File: src/rtl/pcm_i2s_tx.sv
// Philips I2S transmitter for 16-bit stereo PCM, drained from a show-ahead FIFO.
// BCLK, LRCK and SDATA are generated from HCLK by a programmable half-period divider.
module pcm_i2s_tx (
   input  logic        HCLK,
   input  logic        HRESETn,
   input  logic        enable,
   input  logic [7:0]  clkdiv,
   input  logic [31:0] pcm_data,
   input  logic        pcm_valid,
   output logic        pcm_ready,
   input  logic        underrun_clr,
   output logic        i2s_bclk,
   output logic        i2s_lrck,
   output logic        i2s_sdata,
   output logic        underrun,
   output logic [15:0] underrun_cnt
);

   logic        enable_q;
   logic [7:0]  clkdiv_q;
   logic [7:0]  div_cnt;
   logic [7:0]  div_lim;
   logic [4:0]  fc;
   logic [4:0]  fc_nxt;
   logic [31:0] hold;
   logic        hold_full;
   logic [31:0] shifter;
   logic [31:0] shifter_nxt;
   logic        tick;
   logic        fall;
   logic        load;
   logic        silent;

   assign pcm_ready = enable & pcm_valid & ~hold_full;

   // On the first enabled cycle the divider must already obey the new clkdiv,
   // so the compare uses the input until clkdiv_q has been captured.
   always_comb begin
      div_lim     = enable_q ? clkdiv_q : clkdiv;
      tick        = enable && (div_cnt == div_lim);
      fall        = tick && i2s_bclk;
      fc_nxt      = fc + 5'd1;
      load        = fall && (fc_nxt == 5'd1);
      silent      = load && !hold_full;
      shifter_nxt = {shifter[30:0], 1'b0};
   end

   always_ff @(posedge HCLK or negedge HRESETn) begin
      if (!HRESETn) begin
         enable_q <= 1'b0;
         clkdiv_q <= 8'd0;
      end else begin
         enable_q <= enable;
         if (enable && !enable_q)
            clkdiv_q <= clkdiv;
      end
   end

   always_ff @(posedge HCLK or negedge HRESETn) begin
      if (!HRESETn) begin
         div_cnt   <= 8'd0;
         fc        <= 5'd31;
         i2s_bclk  <= 1'b0;
         i2s_lrck  <= 1'b0;
         i2s_sdata <= 1'b0;
         shifter   <= 32'd0;
      end else if (!enable) begin
         div_cnt   <= 8'd0;
         fc        <= 5'd31;
         i2s_bclk  <= 1'b0;
         i2s_lrck  <= 1'b0;
         i2s_sdata <= 1'b0;
         shifter   <= 32'd0;
      end else if (tick) begin
         div_cnt  <= 8'd0;
         i2s_bclk <= ~i2s_bclk;
         if (i2s_bclk) begin
            fc       <= fc_nxt;
            i2s_lrck <= fc_nxt[4];
            // Data is loaded one BCLK after LRCK changes, giving the I2S one-bit delay.
            if (fc_nxt == 5'd1) begin
               if (hold_full) begin
                  shifter   <= hold;
                  i2s_sdata <= hold[31];
               end else begin
                  shifter   <= 32'd0;
                  i2s_sdata <= 1'b0;
               end
            end else begin
               shifter   <= shifter_nxt;
               i2s_sdata <= shifter_nxt[31];
            end
         end
      end else begin
         div_cnt <= div_cnt + 8'd1;
      end
   end

   // pcm_ready excludes hold_full, so a refill and a frame load never collide.
   always_ff @(posedge HCLK or negedge HRESETn) begin
      if (!HRESETn) begin
         hold      <= 32'd0;
         hold_full <= 1'b0;
      end else if (pcm_ready) begin
         hold      <= pcm_data;
         hold_full <= 1'b1;
      end else if (load && hold_full) begin
         hold_full <= 1'b0;
      end
   end

   always_ff @(posedge HCLK or negedge HRESETn) begin
      if (!HRESETn) begin
         underrun     <= 1'b0;
         underrun_cnt <= 16'd0;
      end else begin
         underrun <= silent;
         if (underrun_clr)
            underrun_cnt <= silent ? 16'd1 : 16'd0;
         else if (silent && (underrun_cnt != 16'hFFFF))
            underrun_cnt <= underrun_cnt + 16'd1;
      end
   end

endmodule
File: config.mk
export PLATFORM = sky130hd
export DESIGN_NAME = pcm_i2s_tx
export DESIGN_NICKNAME = d
export VERILOG_FILES = /design/src/rtl/pcm_i2s_tx.sv
export SDC_FILE = /design/constraint.sdc
export NUM_CORES = 1
export LEC_CHECK = 0
export ABC_AREA = 1
export CAP_MARGIN = 0
export CORE_MARGIN = 4
export CORE_UTILIZATION = 45
export CTS_BUF_LIST = sky130_fd_sc_hd__clkbuf_2 sky130_fd_sc_hd__clkbuf_4 sky130_fd_sc_hd__clkbuf_8
export CTS_CLUSTER_SIZE = 8
export DETAILED_ROUTE_END_ITERATION = 8
export PLACE_DENSITY = 0.78
export SLEW_MARGIN = 10
export SYNTH_ARGS = -nofsm -noshare
export SYNTH_HDL_FRONTEND = slang
export SYNTH_SLANG_ARGS = --single-unit
File: constraint.sdc
create_clock -name HCLK -period 3.2 [get_ports HCLK]
set_input_delay 0.96 -clock HCLK [delete_from_list [all_inputs] [get_ports HCLK]]
set_output_delay 0.96 -clock HCLK [all_outputs]
set_load 0.01 [all_outputs]
==> results of run 1 <==
power by group through the flow:
| stage | Combinational (mW) | Sequential [mW] | Clock [mW] |
|---|---|---|---|
| after floorplan | 0.103 | 1.40 | 0 |
| after global placement | 0.203 | 1.40 | 0 |
| after detailed placement | 0.211 | 1.40 | 0 |
| after CTS | 0.212 | 1.38 | 0.890 |
| after global routing | 0.238 | 1.38 | 0.952 |
| final | 0.208 | 1.38 | 0.875 |
cells in the final DEF, fill, tap and decap left out, types with 4 or more instances in the layout:
cell,instances
a21oi_1,14
a31oi_1,8
buf_4,12
clkbuf_8,9
clkdlybuf4s50_1,63
dfrtp_1,101
dfstp_2,5
ha_1,4
inv_1,61
nand2_1,230
nand2_2,4
nand3_1,58
nand4_1,5
nor2_1,51
nor3_1,9
o21ai_0,52
o21ai_1,10
o22ai_1,7
o31ai_1,6
xor2_1,7
through the flow:
step / hold WS [ns] / area (um2) / instances
2_1_floorplan: 0.447 / 5280 / 680
3_3_place_gp: 0.460 / 6070 / 871
3_5_place_dp: 0.465 / 6070 / 871
4_1_cts: 0.491 / 6270 / 887
5_1_grt: 0.505 / 6270 / 887
6_report: 0.487 / 6270 / 887
worst min-delay path by stage:
stage,from,to,cells past startpoint
floorplan,shifter[1],shifter[1],2
global placement,shifter[6],shifter[6],2
detailed placement,shifter[6],shifter[6],2
CTS,shifter[6],shifter[6],2
global route,shifter[29],shifter[29],2
finish,hold[29],hold[29],2
layer usage:
layer	wire (um)	track usage (%)	up-vias	share of wire [%]
li1	-	-	2294	-
met2	5760	31.0	105	48
met4	229	6.50	0	1.9
met3	489	3.83	14	4.1
met1	5500	25.3	2157	46
met5	0	0	-	0
worst min-delay path, stage by stage, from the launching register on:
cell	delay (ns)
dfrtp_1	0.35
nand2_1	0.06
nand2_1	0.05
area by class of cell:
class                      count  area share [%]
timing repair buffer          77            11.9
multi-input combinational    480            35.6
clock inverter                 7            1.38
tap                          143            2.85
clock buffer                   9            1.97
sequential                   106            42.4
inverter                      65            3.89
cell families after synthesis:
group / share of synthesized area (%)
buffers and inverters: 7.39
xor gates and xnor gates: 1.49
and+or+nand+nor: 29.0
muxes: 0.639
DFF: 50.3
AOI/OAI and AO/OA: 10.2
adders and majority gates: 0.947
sequential cells by signal (all words and copies together) (netlist names):
| name | cells |
|---|---|
| i2s_lrck | 1 |
| underrun_cnt | 16 |
| enable_q | 1 |
| i2s_bclk | 1 |
| hold_full | 1 |
| shifter | 31 |
| clkdiv_q | 8 |
| hold | 32 |
| fc | 5 |
| i2s_sdata | 1 |
| div_cnt | 8 |
| underrun | 1 |
timing repair:
| action | 4_1_cts | 5_1_grt |
|---|---|---|
| resized for setup | 1 | 0 |
| endpoints found under the hold margin | 0 | 0 |
| setup endpoints to repair | 1 | 0 |
==> metrics.csv, run 1 <==
metric,value,unit
outcome,"complete, no violations",
path_class,primary input to output pin,
setup_ws,0.249,ns
grt_overflow,0,
wirelength,12000,um
pre_cts_slack,-0.0142,ns
slowest_stage,clkdlybuf4s50_1,
first_pass_iters,5,
portBuffers,65,
endpoint_kind,output pin,
grt_use_total,19.0,%
reg2reg_from,fc[0],
tightest_slew,0.517,ns
finish.utilization,54.7,%
grt_pass1_vias,4458,
power.internal,1.83,mW
grt_pass1_wl,20700,um
grt_max_degree,54,
power_frac_seq,56.0,%
timing.rr.end,shifter[8],
yosys-top-cells-area,"dfrtp_1 (48%), nand2_1 (16%), nand3_1 (5.5%), o21ai_0 (4.9%), inv_1 (4.3%)",
leakage,3.03,nW
antenna_found_initial,0,
drive_gt1_share,6.59,%
dr_total_vias,4570,
numCtsBuffers,9,
clk_latency,0.38,ns
diodes,0,
rsz0062_at_grt,no,
period_share,92.2,%
hpwl,8390,um
powerDensity,392,nW/um2
synth_fp_nets,729,
startpoint,enable,
synth_seq_area_share,50.3,%
cts-root-buf,clkbuf_8,
fp.dieW,116,um
drv_cap,0,
synth.most_common_cell,nand2_1,
synth_edf_count,0,
ys_async_sr_fraction,100,%
drtIter0Drc,350,
slew_violations,0,
setup_violations,0,
cp_cell_sequence,clkdlybuf4s50_1 > nand3_1 > inv_1 > dlygate4sd2_1,
critPathMaxStageDelay,0.53,ns
clk_pin_slew,0.09,ns
cp_num_cells,4,
initial_core_util,46.1,%
fmax,339,MHz
synthTopCellsByCount,"nand2_1 (230), dfrtp_1 (101), inv_1 (61)",
p_switching,631,uW
start_kind,primary input,
die_y,116,um
clock_sinks,106,
nets,788,
regArea,2660,um2
area_delta_synth_final,18.8,%
cts_tree,yes,
multiInputGateArea,2230,um2
clockBufferDepth,2,
via_per_inst,5.15,
required,2.24,ns
fillCellCount,1041,
worst_setup_path_endpoint,pcm_ready,
clkPwrFrac,35.6,%
rows,39,
worstPathMaxFanout,2,
synth_top_area_share,47.8,%
wl_per_cell,13.5,um
ys_seq_elements,106,
r2r_slack,0.70,ns
skew,0.0160,ns
relSlewSlack,65.3,%
synth_cells,680,
core_area,11500,um2
gp_congestion,0.837,
die_area,13500,um2
drc,0,
worst-path-buf-inv,3,
synth_cell_types,32,
yosysTopAreaCell,dfrtp_1,
fin_tns_setup,0,ns
power,2.46,mW
syn_avg_cell_area,7.77,um2
hold_class,register to register,
reg2reg_depth,11,
synthFlopType,dfrtp_1,
yosysWarnings,0,
io_pins,66,
synth_area,5280,um2
post-route-min-period,2.95,ns
postCtsSetupBuffers,0,
finalHoldViolCount,0,
ant_nets,0,
hold_buffers,0,
ir_worst_vdd,0.000206,V
power_frac_comb,8.4,%
crit_family,buffers and inverters,
p_sw_share,25.6,%
cp_data_arrival_time,1.99,ns
h-tree-depth,3,
(Power assumes the default switching activity.)
==> inputs of run 2 (changes only) <==
- PLACE_DENSITY: 0.78 -> default
- PLACE_DENSITY_LB_ADDON: default -> 0.15
- RECOVER_POWER: default -> 25
- clock period: 3.2 -> 3.5 ns (I/O delays scaled with it)
==> metrics.csv, run 2 (same netlist as run 1, synthesis figures left out) <==
metric,value,unit
outcome,"complete, no violations",
finalHoldViolCount,0,
portBuffers,65,
h-tree-depth,3,
worst-path-buf-inv,3,
clk_latency,0.38,ns
reg_top3,"hold (32), shifter (31), underrun_cnt (16)",
numCtsBuffers,9,
grt_max_degree,55,
clk_pin_slew,0.09,ns
hold_class,register to register,
finish.utilization,54.2,%
grt_use_total,18.7,%
setup_ws,0.142,ns
diodes,0,
area_delta_synth_final,17.6,%
crit_path_frequent_cell,clkdlybuf4s50_1,
hold_buffers,0,
relSlewSlack,9.52,%
rows,39,
final_cell_mix,"nand2_1 (230), dfrtp_1 (101), clkdlybuf4s50_1 (64), inv_1 (60), nand3_1 (58)",
rsz0062_at_grt,no,
final_common_cell,nand2_1,
leakage,2.98,nW
fin_tns_setup,0,ns
initial_core_util,46.1,%
drtIter0Drc,360,
cts_tree,yes,
startpoint,enable,
path_class,primary input to output pin,
slowest_stage,clkdlybuf4s50_1,
grt_pass1_wl,20400,um
cp_cell_sequence,clkdlybuf4s50_1 > nand3_1 > inv_2 > clkdlybuf4s50_1,
wl_per_cell,13.5,um
fp.dieW,116,um
critPathMaxStageDelay,0.55,ns
dr_total_vias,4486,
fin_cells,883,
ir_worst_vdd,0.000235,V
multiInputGateArea,2230,um2
die_area,13500,um2
io_pins,66,
grt_pass1_vias,4340,
fmax,298,MHz
via_per_inst,5.08,
dp_cells,869,
wirelength,11900,um
skew,0.0109,ns
power,2.14,mW
hpwl,7950,um
hp-start,hold[26],
clockBufferDepth,2,
fillCellCount,1070,
tightest_slew,1.36,ns
gp_congestion,0.841,
regArea,2660,um2
crit_family,buffers and inverters,
powerDensity,344,nW/um2
clock_sinks,106,
required,2.45,ns
drc,0,
antenna_found_initial,0,
cp_data_arrival_time,2.31,ns
drive_gt1_share,6.08,%
start_kind,primary input,
core_area,11500,um2
slew_violations,0,
first_pass_iters,4,
grt_overflow,0,
pre_cts_slack,0.0793,ns
worstPathMaxFanout,2,
period_share,95.9,%
setup_violations,0,
cts-root-buf,clkbuf_8,
drv_cap,0,
post-route-min-period,3.36,ns
largest-register,hold,
die_y,116,um
reg2reg_from,fc[0],
largest_reg_flops,32,
nets,786,
endpoint_kind,output pin,
ant_nets,0,
run 2: changes by cell type in the layout (fill, tap and decap cells not counted), moves of 2 or more:
cell,previous run,this run
clkbuf_2,0,2
inv_8,2,0
clkinv_4,3,0
buf_4,12,7
clkbuf_4,0,2
run 2: tightest hold or removal path: stages, from the launching register on:
cell     delay, ns
dfrtp_1       0.35
nand2_1       0.05
nand2_1       0.05
run 2: per-layer routing:
layer  routed length (um)  track usage [%]
met1                 6140             28.1
met4                  248             7.97
met2                 4920             26.5
met3                  596             3.42
met5                    0                0
run 2: final cells by class:
| class | instances | area share [%] |
|---|---|---|
| Tap cell | 143 | 2.88 |
| Clock buffer | 12 | 2.46 |
| Clock inverter | 2 | 0.242 |
| Timing Repair Buffer | 75 | 11.7 |
| Inverter | 65 | 3.93 |
| Sequential cell | 106 | 42.8 |
| Multi-Input combinational cell | 480 | 36.0 |
run 2: power breakdown:
part	internal, mW	switching, mW
registers	1.24	0.0166
clock network	0.287	0.400
logic	0.0824	0.106
total	1.61	0.522
run 2: worst paths after layout:
path                            slack (ns)  depth (start not counted)          end
max in group asynchronous             0.57                          2   shifter[5]
worst max-delay path                  0.14                          4    pcm_ready
worst min-delay path                  0.49                          2     hold[26]
worst min register to register        0.49                          2     hold[26]
min in group asynchronous             0.96                          1  clkdiv_q[2]
worst max register to register        0.95                         10   shifter[6]
run 2: what timing repair did:
action	4_1_cts	5_1_grt
buffers inserted	0	0
gates resized for setup	0	1
endpoints found under the setup margin	0	1
run 2: stage by stage:
step | instance area, um2 | hold slack, ns
6_report | 6210 | 0.486
5_1_grt | 6210 | 0.516
4_1_cts | 6230 | 0.490
3_5_place_dp | 6060 | 0.465
3_3_place_gp | 6060 | 0.468
2_1_floorplan | 5280 | 0.447
==> inputs of run 3 (changes only) <==
- CORE_UTILIZATION: 45 -> 30
==> metrics.csv, run 3 (same netlist as run 1, synthesis figures left out) <==
metric,value,unit
powerDensity,361,nW/um2
h-tree-depth,3,
finish.utilization,36.9,%
path_class,primary input to output pin,
largest-register,hold,
relSlewSlack,6.93,%
clock_sinks,106,
numCtsBuffers,9,
rows,48,
placed_area,6180,um2
ir_worst_vdd,0.000220,V
reg2reg_from,fc[0],
area_delta_synth_final,21.0,%
drc,0,
cp_data_arrival_time,2.37,ns
worstPathMaxFanout,2,
die_y,141,um
fp.dieW,141,um
hold_class,register to register,
final_area,6390,um2
min_path_cells,2,
rsz0062_at_grt,no,
p_sw_share,23.8,%
setup_violations,0,
skew,0.00976,ns
reg2reg_depth,11,
post-route-min-period,3.42,ns
power_frac_comb,8.2,%
portBuffers,65,
slew_violations,0,
drv_cap,0,
power_frac_seq,54.7,%
clk_latency,0.38,ns
reg_top3,"hold (32), shifter (31), underrun_cnt (16)",
antenna_found_initial,0,
gp_congestion,0.810,
multiInputGateArea,2240,um2
cts-root-buf,clkbuf_8,
leakage,3.03,nW
nets,790,
grt_pass1_wl,22100,um
r2r_slack,1.14,ns
drive_gt1_share,6.84,%
initial_core_util,30.5,%
period_share,97.8,%
postCtsSetupBuffers,0,
grt_util_met2,20.9,%
fmax,292,MHz
hpwl,9040,um
cts_tree,yes,
startpoint,enable,
timing.rr.end,underrun_cnt[2],
grt_pass1_vias,4393,
diodes,0,
start_kind,primary input,
final_common_cell,nand2_1,
clk_pin_slew,0.09,ns
die_area,19800,um2
busiest_layer,met2,
grt_max_degree,54,
wl_per_cell,13.6,um
largest_reg_flops,32,
io_pins,66,
wirelength,13200,um
clkPwrFrac,37.2,%
grt_overflow,0,
required,2.45,ns
fin_cells,971,
p_switching,550,uW
core_area,17300,um2
drtIter0Drc,345,
dr_total_vias,4490,
grt_use_met1,19.4,%
grt_use_met3,2.10,%
via_per_inst,4.62,
final_cell_mix,"nand2_1 (230), dfrtp_1 (101), clkdlybuf4s50_1 (64), inv_1 (61), nand3_1 (57)",
grt_use_total,13.7,%
endpoint_kind,output pin,
fillCellCount,1835,
clockBufferDepth,2,
power.internal,1.76,mW
worst_setup_path_endpoint,pcm_ready,
first_pass_iters,4,
outcome,"complete, no violations",
power,2.31,mW
regArea,2660,um2
finalHoldViolCount,0,
ant_nets,0,
tightest_slew,1.40,ns
dp_cells,955,
run 3: critical path, cell delays in order:
cell	delay, ns
clkdlybuf4s50_1	0.53
nand3_2	0.15
inv_1	0.11
clkdlybuf4s50_1	0.54
run 3: final cells by class:
type,count,area share (%)
clock inverters,4,1.19
multi-input cells,480,35.0
repair buffers,79,11.7
well taps,225,4.41
inverters,65,3.82
clock buffers,12,2.29
flip-flops and latches,106,41.6
run 3: worst min path at each step:
stage / endpoint / start
floorplan: shifter[1] / shifter[1]
global placement: shifter[1] / shifter[1]
detailed placement: shifter[28] / shifter[28]
CTS: shifter[28] / shifter[28]
global route: hold[9] / hold[9]
finish: hold[30] / hold[30]
run 3: through the flow:
step	setup TNS [ns]	setup WS [ns]	hold WS, ns
after floorplan	0	0.487	0.447
after global placement	-0.0162	-0.0162	0.462
after detailed placement	0	0.0218	0.469
after CTS	0	0.00585	0.493
after global routing	0	0.0161	0.517
final	0	0.0781	0.491
run 3: metal layers:
metal	part of all wire [%]	wire [um]
met3	2.7	352
met2	45	5990
met5	0	0
met1	50	6590
met4	1.8	235
run 3: power groups by stage:
stage | clock network (mW) | logic (mW) | registers, mW
final | 0.857 | 0.188 | 1.26
after global placement | 0 | 0.192 | 1.28
after CTS | 0.898 | 0.196 | 1.26
after floorplan | 0 | 0.0940 | 1.28
after detailed placement | 0 | 0.195 | 1.28
after global routing | 0.948 | 0.214 | 1.26
run 3: what timing repair did:
item,4_1_cts,5_1_grt
endpoints found under the hold margin,0,0
hold buffers,0,0
endpoints found under the setup margin,0,1
gates resized for setup,0,1
